File: config.mk
export PLATFORM = sky130hd
export DESIGN_NAME = brush_line_raster
export DESIGN_NICKNAME = d
export VERILOG_FILES = /design/src/rtl/brush_line_raster_pkg.sv /design/src/rtl/brush_line_raster_stepper.sv /design/src/rtl/brush_line_raster.sv
export SDC_FILE = /design/constraint.sdc
export NUM_CORES = 1
export LEC_CHECK = 0
export BUFFER_PORTS_ARGS = -buffer_cell sky130_fd_sc_hd__buf_4
export CAP_MARGIN = 15
export CORE_ASPECT_RATIO = 0.6
export CORE_MARGIN = 1
export CORE_UTILIZATION = 30
export DETAILED_ROUTE_END_ITERATION = 10
export HOLD_SLACK_MARGIN = 0.15
export PLACE_DENSITY = 0.52
export SYNTH_ARGS = -nofsm -noshare
export SYNTH_HDL_FRONTEND = slang
export SYNTH_SLANG_ARGS = --single-unit
File: constraint.sdc
create_clock -name clk -period 5.9 [get_ports clk]
set_clock_uncertainty 0.05 [all_clocks]
set_input_delay 0.885 -clock clk [delete_from_list [all_inputs] [get_ports clk]]
set_output_delay 0.885 -clock clk [all_outputs]
set_load 0.02 [all_outputs]
File: src/rtl/brush_line_raster_pkg.sv
// Shared types and helpers for the brush line rasteriser.
// Latency: n/a (types, constants and pure functions only).
// Backpressure: n/a.
//
// Contents: FSM state enum, signed Bresenham width helper, brush clamp.
package brush_line_raster_pkg;

  typedef enum logic [1:0] {
    ST_IDLE  = 2'd0,
    ST_SETUP = 2'd1,
    ST_STEP  = 2'd2,
    ST_BRUSH = 2'd3
  } state_t;

  // Extra bits on top of COORD_W for the signed dx/dy/err terms.
  localparam int ERR_EXTRA_W = 2;

  function automatic int err_w(input int coord_w);
    return coord_w + ERR_EXTRA_W;
  endfunction

  // A brush side of 0 means a single pixel; anything over bmax saturates.
  function automatic logic [3:0] clamp_brush(input logic [3:0] raw, input logic [3:0] bmax);
    logic [3:0] b;
    b = raw;
    if (raw == 4'd0) begin
      b = 4'd1;
    end else if (raw > bmax) begin
      b = bmax;
    end
    return b;
  endfunction

endpackage

File: src/rtl/brush_line_raster_stepper.sv
// Bresenham centre stepper: walks centre (cx,cy) from (x0,y0) toward (x1,y1).
// Latency: load takes effect on the next edge; each advance moves one centre per edge.
// Backpressure: none of its own; the caller only pulses advance when a brush completes.
//
// Ports: clk/rst (async active-low), load_i (capture endpoints and derive dx/dy/err),
// advance_i (take one step), x0_i..y1_i (endpoints), cx_o/cy_o (current centre),
// nxt_cx_o/nxt_cy_o (centre after the next step), at_end_o (current centre is the last).
module bresenham_stepper
  import brush_line_raster_pkg::*;
#(
  parameter int COORD_W = 10
) (
  input  logic               clk,
  input  logic               rst,
  input  logic               load_i,
  input  logic               advance_i,
  input  logic [COORD_W-1:0] x0_i,
  input  logic [COORD_W-1:0] y0_i,
  input  logic [COORD_W-1:0] x1_i,
  input  logic [COORD_W-1:0] y1_i,
  output logic [COORD_W-1:0] cx_o,
  output logic [COORD_W-1:0] cy_o,
  output logic [COORD_W-1:0] nxt_cx_o,
  output logic [COORD_W-1:0] nxt_cy_o,
  output logic               at_end_o
);

  localparam int SW = err_w(COORD_W);

  logic signed [SW-1:0]  dx_q, dy_q, err_q, err_d;
  logic                  sx_neg_q, sy_neg_q;
  logic [COORD_W-1:0]    cx_q, cy_q, rem_q;

  logic [COORD_W-1:0]    adx, ady;
  logic signed [SW-1:0]  ld_dx, ld_dy;
  logic signed [SW:0]    e2, dx_w, dy_w;
  logic                  step_x, step_y;
  logic [COORD_W-1:0]    cx_d, cy_d;

  always_comb begin
    adx   = (x1_i >= x0_i) ? (x1_i - x0_i) : (x0_i - x1_i);
    ady   = (y1_i >= y0_i) ? (y1_i - y0_i) : (y0_i - y1_i);
    ld_dx = $signed({{ERR_EXTRA_W{1'b0}}, adx});
    ld_dy = -$signed({{ERR_EXTRA_W{1'b0}}, ady});

    // Both decisions use the error value from before this step.
    e2     = {err_q, 1'b0};
    dx_w   = {dx_q[SW-1], dx_q};
    dy_w   = {dy_q[SW-1], dy_q};
    step_x = (e2 >= dy_w);
    step_y = (e2 <= dx_w);

    err_d = err_q;
    if (step_x) err_d = err_d + dy_q;
    if (step_y) err_d = err_d + dx_q;

    cx_d = cx_q;
    if (step_x) cx_d = sx_neg_q ? (cx_q - COORD_W'(1)) : (cx_q + COORD_W'(1));
    cy_d = cy_q;
    if (step_y) cy_d = sy_neg_q ? (cy_q - COORD_W'(1)) : (cy_q + COORD_W'(1));
  end

  always_ff @(posedge clk or negedge rst) begin
    if (!rst) begin
      dx_q     <= '0;
      dy_q     <= '0;
      err_q    <= '0;
      sx_neg_q <= 1'b0;
      sy_neg_q <= 1'b0;
      cx_q     <= '0;
      cy_q     <= '0;
      rem_q    <= '0;
    end else if (load_i) begin
      dx_q     <= ld_dx;
      dy_q     <= ld_dy;
      err_q    <= ld_dx + ld_dy;
      sx_neg_q <= (x1_i < x0_i);
      sy_neg_q <= (y1_i < y0_i);
      cx_q     <= x0_i;
      cy_q     <= y0_i;
      // Number of steps still to take: the major-axis length.
      rem_q    <= (adx >= ady) ? adx : ady;
    end else if (advance_i) begin
      err_q <= err_d;
      cx_q  <= cx_d;
      cy_q  <= cy_d;
      rem_q <= rem_q - COORD_W'(1);
    end
  end

  assign cx_o     = cx_q;
  assign cy_o     = cy_q;
  assign nxt_cx_o = cx_d;
  assign nxt_cy_o = cy_d;
  assign at_end_o = (rem_q == '0);

endmodule

File: src/rtl/brush_line_raster.sv
// Line rasteriser: Bresenham centres stamped with a b x b square brush, streamed as pixels.
// Latency: i_start at edge N -> SETUP in N+1 -> first o_valid in N+2; then 1 pixel/cycle.
// Backpressure: valid/ready; pixel pointer holds while o_valid && !i_ready, o_valid never looks at i_ready.
//
// Ports: clk, rst (async active-low), i_start/i_x0/i_y0/i_x1/i_y1/i_brush (request, IDLE only),
// i_abort (drop line), o_valid/i_ready/o_x/o_y/o_last (pixel stream), o_busy, o_done (end pulse).
// Option: BRUSH_LINE_RASTER_CLIP_EN suppresses off-screen pixels instead of saturating them.
module brush_line_raster
  import brush_line_raster_pkg::*;
#(
  parameter int COORD_W   = 10,
  parameter int X_MAX     = 799,
  parameter int Y_MAX     = 599,
  parameter int BRUSH_MAX = 8
) (
  input  logic               clk,
  input  logic               rst,
  input  logic               i_start,
  input  logic [COORD_W-1:0] i_x0,
  input  logic [COORD_W-1:0] i_y0,
  input  logic [COORD_W-1:0] i_x1,
  input  logic [COORD_W-1:0] i_y1,
  input  logic [3:0]         i_brush,
  input  logic               i_abort,
  output logic               o_valid,
  input  logic               i_ready,
  output logic [COORD_W-1:0] o_x,
  output logic [COORD_W-1:0] o_y,
  output logic               o_last,
  output logic               o_busy,
  output logic               o_done
);

  localparam logic [3:0]         BMAX = 4'(BRUSH_MAX);
  localparam logic [COORD_W:0]   XLIM = (COORD_W+1)'(X_MAX);
  localparam logic [COORD_W:0]   YLIM = (COORD_W+1)'(Y_MAX);

  state_t             state_q, state_d;
  logic [COORD_W-1:0] x0_q, y0_q, x1_q, y1_q;
  logic [COORD_W-1:0] x0_d, y0_d, x1_d, y1_d;
  logic [3:0]         b_q, b_d;
  logic [3:0]         i_q, i_d, j_q, j_d;
  logic               done_q, done_d;

  logic               stp_load, stp_adv;
  logic [COORD_W-1:0] cx, cy, nxt_cx, nxt_cy;
  logic               at_end;

  bresenham_stepper #(.COORD_W(COORD_W)) u_stepper (
    .clk       (clk),
    .rst       (rst),
    .load_i    (stp_load),
    .advance_i (stp_adv),
    .x0_i      (x0_q),
    .y0_i      (y0_q),
    .x1_i      (x1_q),
    .y1_i      (y1_q),
    .cx_o      (cx),
    .cy_o      (cy),
    .nxt_cx_o  (nxt_cx),
    .nxt_cy_o  (nxt_cy),
    .at_end_o  (at_end)
  );

  // Brush offsets are added one bit wider so off-screen sums never wrap.
  logic [3:0]         bm1;
  logic               in_brush, row_end, col_end, brush_end;
  logic [COORD_W:0]   sum_x, sum_y;
  logic [COORD_W-1:0] pix_x, pix_y;
  logic               pix_vld, pix_last, pix_adv;

  assign bm1       = b_q - 4'd1;
  assign in_brush  = (state_q == ST_BRUSH);
  assign row_end   = (i_q == bm1);
  assign col_end   = (j_q == bm1);
  assign brush_end = row_end && col_end;
  assign sum_x     = {1'b0, cx} + (COORD_W+1)'(i_q);
  assign sum_y     = {1'b0, cy} + (COORD_W+1)'(j_q);

`ifdef BRUSH_LINE_RASTER_CLIP_EN
  localparam logic [COORD_W-1:0] XC = COORD_W'(X_MAX);
  localparam logic [COORD_W-1:0] YC = COORD_W'(Y_MAX);

  logic pix_vis, more_x, more_y, nxt_vis;

  // The visible centres of a line form one contiguous run (x and y are each
  // monotonic), so a visible pixel is the last visible one exactly when nothing
  // later in its own brush is on screen and the following centre is off screen.
  always_comb begin
    pix_vis  = (sum_x <= XLIM) && (sum_y <= YLIM);
    more_x   = !row_end && (sum_x < XLIM);
    more_y   = !col_end && (sum_y < YLIM);
    nxt_vis  = (nxt_cx <= XC) && (nxt_cy <= YC);
    pix_x    = sum_x[COORD_W-1:0];
    pix_y    = sum_y[COORD_W-1:0];
    pix_vld  = in_brush && pix_vis;
    pix_last = pix_vld && !more_x && !more_y && (at_end || !nxt_vis);
    // A suppressed pixel still burns its cycle but needs no handshake.
    pix_adv  = in_brush && (!pix_vis || i_ready);
  end
`else
  localparam logic [COORD_W-1:0] XSAT = COORD_W'(X_MAX);
  localparam logic [COORD_W-1:0] YSAT = COORD_W'(Y_MAX);

  logic unused_nxt;
  assign unused_nxt = ^{nxt_cx, nxt_cy};

  always_comb begin
    pix_x    = (sum_x > XLIM) ? XSAT : sum_x[COORD_W-1:0];
    pix_y    = (sum_y > YLIM) ? YSAT : sum_y[COORD_W-1:0];
    pix_vld  = in_brush;
    pix_last = in_brush && brush_end && at_end;
    pix_adv  = in_brush && i_ready;
  end
`endif

  always_comb begin
    state_d  = state_q;
    x0_d     = x0_q;
    y0_d     = y0_q;
    x1_d     = x1_q;
    y1_d     = y1_q;
    b_d      = b_q;
    i_d      = i_q;
    j_d      = j_q;
    done_d   = 1'b0;
    stp_load = 1'b0;
    stp_adv  = 1'b0;

    unique case (state_q)
      ST_IDLE: begin
        if (i_start && !i_abort) begin
          x0_d    = i_x0;
          y0_d    = i_y0;
          x1_d    = i_x1;
          y1_d    = i_y1;
          b_d     = clamp_brush(i_brush, BMAX);
          state_d = ST_SETUP;
        end
      end
      ST_SETUP: begin
        if (i_abort) begin
          state_d = ST_IDLE;
        end else begin
          stp_load = 1'b1;
          i_d      = 4'd0;
          j_d      = 4'd0;
          state_d  = ST_BRUSH;
        end
      end
      ST_BRUSH: begin
        if (i_abort) begin
          state_d = ST_IDLE;
        end else if (pix_adv) begin
          if (!row_end) begin
            i_d = i_q + 4'd1;
          end else begin
            i_d = 4'd0;
            if (!col_end) begin
              j_d = j_q + 4'd1;
            end else begin
              j_d = 4'd0;
              // Centre step rides on the last brush pixel, so brushes run back to back.
              if (at_end) begin
                state_d = ST_IDLE;
                done_d  = 1'b1;
              end else begin
                stp_adv = 1'b1;
              end
            end
          end
        end
      end
      // Stepping is folded into ST_BRUSH; this encoding is never entered.
      ST_STEP: state_d = i_abort ? ST_IDLE : ST_BRUSH;
      default: state_d = ST_IDLE;
    endcase
  end

  always_ff @(posedge clk or negedge rst) begin
    if (!rst) begin
      state_q <= ST_IDLE;
      x0_q    <= '0;
      y0_q    <= '0;
      x1_q    <= '0;
      y1_q    <= '0;
      b_q     <= 4'd1;
      i_q     <= 4'd0;
      j_q     <= 4'd0;
      done_q  <= 1'b0;
    end else begin
      state_q <= state_d;
      x0_q    <= x0_d;
      y0_q    <= y0_d;
      x1_q    <= x1_d;
      y1_q    <= y1_d;
      b_q     <= b_d;
      i_q     <= i_d;
      j_q     <= j_d;
      done_q  <= done_d;
    end
  end

  // Outputs decode registered state only; coordinates read 0 outside BRUSH.
  assign o_valid = pix_vld;
  assign o_x     = in_brush ? pix_x : '0;
  assign o_y     = in_brush ? pix_y : '0;
  assign o_last  = pix_last;
  assign o_busy  = (state_q != ST_IDLE);
  assign o_done  = done_q;

endmodule

==> results of run 1 <==
==> registers in the layout (all words and copies together) (netlist names), 2 cells and up <==
name and flops:
u_stepper.dy_q 12, u_stepper.err_q 12, u_stepper.cx_o 10, u_stepper.cy_o 10, u_stepper.dx_q 10, u_stepper.rem_q 10, x0_q 10, x1_q 10
y0_q 10, y1_q 10, b_q 4, i_q 4, j_q 4, state_q 2
==> synthesized netlist by cell type, drive strengths merged (3+ instances only) <==
cell,n,area (um2)
ha,130,1630
o21a,8,60.1
buf,6,31.3
or3,10,62.6
nand4,15,93.8
a22o,4,35.0
a21oi,84,435
nor2b,23,144
nor4,3,18.8
o21ai,110,562
o21bai,13,97.6
and3,5,31.3
a211o,4,35.0
or2,6,37.5
nand4b,3,26.3
fa,11,220
nand2,96,368
clkbuf,34,128
nor3,23,115
mux2,52,586
xnor2,62,543
maj3,5,51.3
a31oi,14,87.6
and2,4,25.0
a21o,36,272
xor2,34,305
a2111oi,5,70.1
nand3b,3,22.5
nand2b,12,75.1
inv,124,465
dfrtp,120,3000
nor2,79,304
a221oi,4,58.8
a311oi,5,43.8
a211oi,18,145
o211ai,11,82.6
o31ai,7,52.6
nand3,25,125
mux2i,31,310
==> critical path, cell delays in order, from the launching register on <==
cell,delay [ps]
dfrtp_1,390
inv_1,60
ha_1,180
inv_1,60
fa_1,470
a21o_1,270
a221oi_4,390
a21o_2,230
nand2_4,100
a221oi_2,510
inv_1,260
ha_1,390
a21o_1,180
a21o_1,170
a21o_1,180
a21o_1,170
a21o_1,160
a21o_1,230
a21oi_1,240
buf_4,230
mux2i_1,230
nor2_1,60
a31oi_1,160
==> area by class of cell <==
class	count	area, um2
multi-input cells	986	7450
repair buffers	88	661
clock buffers	20	437
fillers	3757	23600
inverters	125	469
clock inverters	12	128
flip-flops and latches	121	3030
well taps	476	596
==> metal layers <==
metal / GRT usage (%) / share of wire (%)
met1: 27.5 / 57
met2: 21.8 / 37
met3: 4.06 / 5.2
met4: 3.56 / 0.75
met5: 0 / 0
==> layout by cell type, fill, tap and decap left out, types with 5 or more instances in the layout <==
| cell | synthesis | final |
|---|---|---|
| ha_1 | 130 | 130 |
| inv_1 | 124 | 124 |
| dfrtp_1 | 120 | 120 |
| o21ai_0 | 106 | 106 |
| nand2_1 | 95 | 95 |
| buf_4 | 1 | 88 |
| a21oi_1 | 82 | 82 |
| nor2_1 | 78 | 78 |
| xnor2_1 | 62 | 62 |
| mux2_2 | 52 | 52 |
| a21o_1 | 35 | 35 |
| xor2_1 | 33 | 33 |
| mux2i_1 | 31 | 31 |
| nand3_1 | 25 | 25 |
| nor2b_1 | 23 | 22 |
| nor3_1 | 23 | 22 |
| clkbuf_16 | 0 | 17 |
| a211oi_1 | 16 | 16 |
| nand4_1 | 15 | 15 |
| a31oi_1 | 14 | 14 |
| o21bai_1 | 13 | 13 |
| o211ai_1 | 11 | 11 |
| nand2b_1 | 12 | 11 |
| fa_1 | 11 | 11 |
| or3_1 | 10 | 10 |
| o21a_1 | 8 | 8 |
| o31ai_1 | 7 | 7 |
| clkinvlp_4 | 0 | 7 |
| and3_1 | 5 | 5 |
| a311oi_1 | 5 | 5 |
| or2_2 | 5 | 5 |
==> how the worst min path moves through the flow <==
| stage | start | endpoint | cells after the start |
|---|---|---|---|
| 6_report | rst | u_stepper.cy_o[0] | 1 |
| 5_1_grt | rst | u_stepper.cy_o[0] | 1 |
| 4_1_cts | rst | u_stepper.cy_o[0] | 1 |
| 3_5_place_dp | state_q[1] | state_q[1] | 2 |
| 3_3_place_gp | state_q[1] | state_q[1] | 2 |
| 2_1_floorplan | u_stepper.dy_q[0] | u_stepper.dy_q[0] | 2 |
==> cell families (layout without fill, tap and decap cells) <==
| family | after synthesis | count (layout) | synth area share [%] |
|---|---|---|---|
| AO/OA/AOI/OAI | 347 | 347 | 20.3 |
| XOR/XNOR | 97 | 97 | 7.85 |
| adder cells (fa/ha/maj) | 146 | 146 | 17.1 |
| buffers and inverters | 165 | 245 | 5.66 |
| flip-flops | 121 | 121 | 27.3 |
| multiplexers | 83 | 83 | 8.07 |
| AND/OR/NAND/NOR | 313 | 313 | 13.7 |
==> stage by stage <==
step	hold WS [ps]	cell area (um2)	setup WS [ps]	instances
global placement	453	12200	648	1796
detailed placement	459	12200	494	1796
finish	367	12800	438	1828
floorplan	417	11100	830	1272
global route	401	12800	175	1828
CTS	372	12800	490	1828
==> impl_metrics.env, run 1 <==
export IMPL_cts_tree="built"
export IMPL_fmax_ghz=0.183
export IMPL_r2r_setup_slack_ps=440
export IMPL_grt_ovfl_total=0
export IMPL_path_clk_slew_ps=60
export IMPL_drc=0
export IMPL_layout_min_cycle_time_ps=5460
export IMPL_synth_distinct_cells=84
export IMPL_routabilityCongestion=0.879
export IMPL_setup_tns_final_ps=0
export IMPL_cts_max_path_buffers=2
export IMPL_grt_pass1_wl_um=50100
export IMPL_design_core_area_mm2=0.0363
export IMPL_via_per_inst=5.10
export IMPL_rsz0062_at_grt="no"
export IMPL_synth_edf_count=0
export IMPL_antenna_found_initial=1
export IMPL_num_io_pins=73
export IMPL_synth_ff_type="dfrtp_1"
export IMPL_post_synth_instance_area_mm2=0.0111
export IMPL_ctsResizeCount=0
export IMPL_place_port_buffers=72
export IMPL_antenna_cells=0
export IMPL_crit_end="u_stepper.rem_q[4]"
export IMPL_final_layout_size_suffix_gt1_share_pct=14.5
export IMPL_synth_nets=1462
export IMPL_status="complete, no violations"
export IMPL_required_ps=6200
export IMPL_rr_worst_depth=22
export IMPL_routedWlPerCell_um=17.0
export IMPL_clockRootBuffer="clkbuf_16"
export IMPL_clock_sinks=121
export IMPL_slew_headroom_pct=39.3
export IMPL_dp_hpwl_um=24200
export IMPL_synth_cells=1272
export IMPL_arrival_ps=5770
export IMPL_die_area_mm2=0.0378
export IMPL_fin_util_pct=35.1
export IMPL_grt_pass1_vias=8749
export IMPL_syn_avg_cell_area_um2=8.72
export IMPL_hold_viol=0
export IMPL_critPathMaxFanout=9
export IMPL_drt_initial_drc_count=728
export IMPL_tightest_slew_ps=910
export IMPL_setup_violations=0
export IMPL_crit_start="y1_q[0]"
export IMPL_first_pass_iters=5
export IMPL_cp_end_kind="flip-flop"
export IMPL_rows=54
export IMPL_clk_latency_ps=440
export IMPL_hold_buffers=0
export IMPL_die_w_um=250
export IMPL_timing_rr_end="u_stepper.rem_q[4]"
export IMPL_vias=9316
export IMPL_routed_wirelength_um=31000
export IMPL_layout_nets=1529
export IMPL_yosys_warnings=0
export IMPL_start_util_pct=30.5
export IMPL_area_delta_synth_final_pct=15.1
export IMPL_ys_ff_latch=121
export IMPL_hold_path_class="in2async"
export IMPL_dieHeight_um=151
export IMPL_r2r_start="y1_q[0]"
export IMPL_cts_made_buffers=17
export IMPL_h_tree_depth=4
export IMPL_slew_violations=0
export IMPL_crit_type="reg2reg"
export IMPL_grt_util_all_layers_pct=17.1
export IMPL_async_flop_share_pct=100
export IMPL_finalCritPeriodShare_pct=92.6
export IMPL_start_kind="flip-flop"
export IMPL_drtAntennaViolNets=0
export IMPL_seq_area_frac_synth_pct=27.3
export IMPL_maxCapViolations=0
export IMPL_cts_setup_buffers=0
export IMPL_grt_max_degree=77
Power of run 1 is not shown: default switching activity piles up to over one toggle a cycle in this logic, so the estimate is an artifact.
==> inputs of run 2 (changes only) <==
--- a/config.mk
+++ b/config.mk
@@ -15,4 +15,5 @@
 export PLACE_DENSITY = 0.52
 export SYNTH_ARGS = -nofsm -noshare
 export SYNTH_HDL_FRONTEND = slang
+export SYNTH_HIERARCHICAL = 1
 export SYNTH_SLANG_ARGS = --single-unit
==> run 2 against run 1 <==
  * Global-route usage increased by 0.68 points
  * Sequential share of layout area down 0.61 points
  * Flip-flop and latch count did not move
  * Largest cell class unchanged
  * Synthesized cell count up 1.7%
  * Final cell count rose by 2.8%
==> impl_metrics.env, run 2 <==
export IMPL_status="complete, no violations"
export IMPL_hold_viol=0
export IMPL_crit_type="reg2reg"
export IMPL_clockRootBuffer="clkbuf_16"
export IMPL_routedWlPerCell_um=17.8
export IMPL_arrival_ps=5890
export IMPL_placed_cell_area_mm2=0.0125
export IMPL_top_regs="u_stepper/dy_q: 12 flops, u_stepper/err_q: 12 flops"
export IMPL_grt_util_all_layers_pct=17.7
export IMPL_synth_nets=1484
export IMPL_place_port_buffers=72
export IMPL_tightest_slew_ps=935
export IMPL_grt_max_degree=54
export IMPL_regArea_mm2=0.00303
export IMPL_critical_path_slowest_cell="o41ai_1"
export IMPL_clock_sinks=121
export IMPL_routabilityCongestion=0.892
export IMPL_hold_buffers=0
export IMPL_rr_worst_depth=20
export IMPL_first_pass_iters=8
export IMPL_design_core_area_mm2=0.0368
export IMPL_grt_pass1_wl_um=52800
export IMPL_setup_tns_final_ps=0
export IMPL_layout_min_cycle_time_ps=5570
export IMPL_routed_wirelength_um=33400
export IMPL_start_kind="flip-flop"
export IMPL_cts_made_buffers=17
export IMPL_hold_path_class="in2async"
export IMPL_drtAntennaViolNets=0
export IMPL_area_delta_synth_final_pct=15.8
export IMPL_grt_ovfl_total=0
export IMPL_fmax_ghz=0.180
export IMPL_r2r_setup_slack_ps=330
export IMPL_whs_ps=383
export IMPL_required_ps=6220
export IMPL_place_ws_ps=377
export IMPL_layout_commonest_cell="ha_1"
export IMPL_multi_input_area_mm2=0.00768
export IMPL_h_tree_depth=4
export IMPL_layout_nets=1553
export IMPL_ctsResizeCount=0
export IMPL_rsz0062_at_grt="no"
export IMPL_r2r_start="y1_q[0]"
export IMPL_antenna_cells=0
export IMPL_syn_avg_cell_area_um2=8.75
export IMPL_via_per_inst=5.09
export IMPL_vias=9559
export IMPL_antenna_found_initial=0
export IMPL_maxCapViolations=0
export IMPL_drt_initial_drc_count=798
export IMPL_grt_pass1_vias=9077
export IMPL_cts_tree="built"
export IMPL_yosys_warnings=6
export IMPL_drc=0
export IMPL_dieHeight_um=152
export IMPL_cts_setup_buffers=0
export IMPL_cts_max_path_buffers=2
export IMPL_num_io_pins=73
export IMPL_num_fill_cells=3843
export IMPL_critPathMaxFanout=7
export IMPL_slew_headroom_pct=37.2
export IMPL_die_area_mm2=0.0386
export IMPL_finalCritPeriodShare_pct=94.3
export IMPL_post_synth_instance_area_mm2=0.0113
export IMPL_timing_rr_end="u_stepper/err_q[11]"
export IMPL_final_area_mm2=0.0131
export IMPL_clk_latency_ps=440
export IMPL_synth_cells=1294
export IMPL_path_clk_slew_ps=60
export IMPL_final_layout_size_suffix_gt1_share_pct=15.5
export IMPL_die_w_um=253
export IMPL_dp_hpwl_um=26000
export IMPL_start_util_pct=30.8
export IMPL_slew_violations=0
export IMPL_mostFrequentLayoutCells="130 x ha_1, 125 x inv_1, 120 x dfrtp_1, 95 x a21oi_1, 94 x nor2_1"
export IMPL_crit_path_max_incr_delay_ps=470
export IMPL_cp_end_kind="flip-flop"
export IMPL_path_cells="inv_1, ha_1, inv_1, fa_1, a21o_1, a221o_1, a211oi_4, mux2i_2, and4_1, nor2_1, ha_1, a21oi_1, nand2b_1, a21oi_1, o41ai_1, buf_4, o21ai_0, and4_1, nor4_1, o21a_1"
export IMPL_rows=54
export IMPL_timing_final_ws_setup_ps=334
export IMPL_setup_violations=0
==> run 2: layout make-up <==
type                       instances  share of cell area (%)
multi-input combinational       1006                    58.6
sequential                       121                    23.1
timing repair buffer              92                    5.27
tap                              504                    4.81
clock buffer                      23                    3.72
inverter                         125                    3.58
clock inverter                     8                   0.897
==> run 2: metrics by stage <==
step                      util [%]  cells
after global routing          35.7   1879
after floorplan                  -   1294
after CTS                     35.6   1879
after global placement        34.0   1848
after detailed placement      34.0   1848
final                         35.7   1879
==> run 2: worst max-delay path by stage <==
stage / cells past startpoint / start / slack, ps / to
after floorplan: 22 / y1_q[0] / 1130 / u_stepper/rem_q[2]
final: 20 / y1_q[0] / 330 / u_stepper/err_q[11]
after global placement: 20 / y1_q[0] / 530 / u_stepper/err_q[11]
after global routing: 20 / y1_q[0] / 40 / u_stepper/err_q[11]
after CTS: 20 / y1_q[0] / 330 / u_stepper/err_q[11]
after detailed placement: 20 / y1_q[0] / 380 / u_stepper/err_q[11]
==> run 2: critical path, delay by kind of cell, from the launching register on <==
kind / cells / cell delay (ps)
muxes: 1 / 450
DFF: 1 / 390
and+or+nand+nor: 5 / 1180
adders and majority gates: 3 / 870
AOI/OAI and AO/OA: 8 / 2220
buffers and inverters: 3 / 320
==> run 2: layer usage <==
metal,up-vias,wire length (um),share of wire (%),GRT usage [%]
li1,4737,-,-,-
met1,4588,19000,57,29.1
met2,212,12200,37,22.5
met3,22,1980,5.9,4.22
met4,0,261,0.78,3.32
met5,-,0,0,0
Power of run 2 is left out for the same reason.
==> inputs of run 3 (changes only) <==
--- a/config.mk
+++ b/config.mk
@@ -8,7 +8,7 @@
 export BUFFER_PORTS_ARGS = -buffer_cell sky130_fd_sc_hd__buf_4
 export CAP_MARGIN = 15
 export CORE_ASPECT_RATIO = 0.6
-export CORE_MARGIN = 1
+export CORE_MARGIN = 3
 export CORE_UTILIZATION = 30
 export DETAILED_ROUTE_END_ITERATION = 10
 export HOLD_SLACK_MARGIN = 0.15
==> run 3 against run 2 <==
  * Worst setup slack improved by 1.6 ps
  * Hold slack improved by 91 ps
  * Cell area shrank 0.42%
  * Flip-flop and latch count unchanged
  * Register-to-register slack barely moved
  * Global-route usage shrank 0.75 points
  * Wire length grew 0.58%
  * First-iteration DRC count fell by 7.6%
  * Non-clock buffer count fell by 5
  * Critical endpoint is now u_stepper/err_q[10]
  * Highest routed layer unchanged
==> impl_metrics.env, run 3 (synthesis results as in run 2) <==
export IMPL_finalCritPeriodShare_pct=94.3
export IMPL_routedWlPerCell_um=17.9
export IMPL_top_regs="u_stepper/dy_q: 12 flops, u_stepper/err_q: 12 flops"
export IMPL_whs_endpoint="y1_q[9]"
export IMPL_clock_sinks=121
export IMPL_die_w_um=257
export IMPL_num_io_pins=73
export IMPL_cts_setup_buffers=0
export IMPL_place_port_buffers=72
export IMPL_crit_type="reg2reg"
export IMPL_drt_initial_drc_count=737
export IMPL_grt_pass1_vias=9061
export IMPL_crit_path_max_incr_delay_ps=790
export IMPL_final_layout_size_suffix_gt1_share_pct=15.0
export IMPL_rows=54
export IMPL_grt_ovfl_total=0
export IMPL_arrival_ps=5780
export IMPL_start_kind="flip-flop"
export IMPL_area_delta_synth_final_pct=15.3
export IMPL_fmax_ghz=0.180
export IMPL_tightest_slew_ps=1120
export IMPL_hold_viol=0
export IMPL_cts_made_buffers=17
export IMPL_routed_wirelength_um=33600
export IMPL_clk_latency_ps=440
export IMPL_rsz0062_at_grt="no"
export IMPL_grt_util_all_layers_pct=17.0
export IMPL_antenna_found_initial=0
export IMPL_grt_max_degree=91
export IMPL_start_util_pct=30.8
export IMPL_critical_path_slowest_cell="o311ai_0"
export IMPL_maxCapViolations=0
export IMPL_slew_headroom_pct=25.2
export IMPL_path_cells="ha_1, or4_1, o2111ai_1, a21oi_1, nor4_1, o21ai_2, mux2_2, ha_1, fa_1, a21o_1, a21oi_1, o21bai_1, a2111oi_0, nor3_1, nand3_1, a21o_1, nor3b_1, o311ai_0, o211ai_1"
export IMPL_hold_buffers=0
export IMPL_setup_tns_final_ps=0
export IMPL_dieHeight_um=156
export IMPL_cp_end_kind="flip-flop"
export IMPL_slew_violations=0
export IMPL_vias=9670
export IMPL_min_path_cells=1
export IMPL_design_core_area_mm2=0.0368
export IMPL_r2r_start="u_stepper/err_q[3]"
export IMPL_status="complete, no violations"
export IMPL_required_ps=6110
export IMPL_routabilityCongestion=0.874
export IMPL_grt_pass1_wl_um=53300
export IMPL_cts_max_path_buffers=2
export IMPL_ctsResizeCount=0
export IMPL_antenna_cells=0
export IMPL_hold_path_class="reg2reg"
export IMPL_timing_rr_end="u_stepper/err_q[10]"
export IMPL_layout_min_cycle_time_ps=5560
export IMPL_path_clk_slew_ps=60
export IMPL_drc=0
export IMPL_layout_nets=1548
export IMPL_r2r_setup_slack_ps=340
export IMPL_clockRootBuffer="clkbuf_16"
export IMPL_via_per_inst=5.16
export IMPL_critPathMaxFanout=7
export IMPL_setup_violations=0
export IMPL_dp_hpwl_um=26000
export IMPL_h_tree_depth=4
export IMPL_drtAntennaViolNets=0
export IMPL_hold_start="y1_q[9]"
export IMPL_rr_worst_depth=19
export IMPL_layout_commonest_cell="ha_1"
export IMPL_cts_tree="built"
export IMPL_first_pass_iters=5
export IMPL_mostFrequentLayoutCells="130 x ha_1, 125 x inv_1, 120 x dfrtp_1, 95 x a21oi_1, 94 x nor2_1"
export IMPL_die_area_mm2=0.0402
[run 3: changes by cell type in the layout (fill, tap and decap cells not counted)]
cell	before	now
buf_4	92	87
clkbuf_1	2	4
clkbuf_8	4	3
mux2i_2	1	0
mux2i_1	30	31
xor2_2	1	0
xor2_1	35	36
[run 3: worst max-delay path: cells and delay by family (launching register included)]
kind	cells	cell delay, ps
fa+ha+maj	3	950
flops	1	430
mux	1	330
simple gates	5	1160
compound gates	10	2460
[run 3: worst max path at each step]
stage                     slack, ps  cells past startpoint               start                   to
after global routing             60                     19  u_stepper/err_q[3]  u_stepper/err_q[10]
final                           340                     19  u_stepper/err_q[3]  u_stepper/err_q[10]
after detailed placement        490                     19  u_stepper/err_q[3]  u_stepper/err_q[10]
after global placement          550                     19  u_stepper/err_q[3]  u_stepper/err_q[10]
after CTS                       450                     19  u_stepper/err_q[3]  u_stepper/err_q[10]
after floorplan                1130                     22             y1_q[0]   u_stepper/rem_q[2]
[run 3: through the flow]
step | util [%] | area, um2 | hold slack, ps | worst slack, ps | std cells
4_1_cts | 35.5 | 13100 | 473 | 449 | 1875
5_1_grt | 35.5 | 13100 | 484 | 57.0 | 1875
6_report | 35.5 | 13100 | 474 | 336 | 1875
3_3_place_gp | 33.9 | 12500 | 465 | 546 | 1843
2_1_floorplan | - | 11300 | 416 | 1130 | 1294
3_5_place_dp | 33.9 | 12500 | 451 | 493 | 1843
[run 3: area by class of cell]
class / instances / area, um2
Sequential cell: 121 / 3030
Clock inverter: 8 / 118
Timing Repair Buffer: 87 / 653
Inverter: 125 / 469
Fill cell: 3832 / 23700
Clock buffer: 24 / 482
Tap cell: 504 / 631
Multi-Input combinational cell: 1006 / 7670
[run 3: layer usage]
metal / up-vias / routed length [um] / track usage [%]
li1: 4732 / - / -
met1: 4623 / 18300 / 27.4
met2: 288 / 12100 / 21.2
met3: 27 / 2820 / 5.13
met4: 0 / 384 / 3.72
met5: - / 0 / 0
Power of run 3 is left out for the same reason.
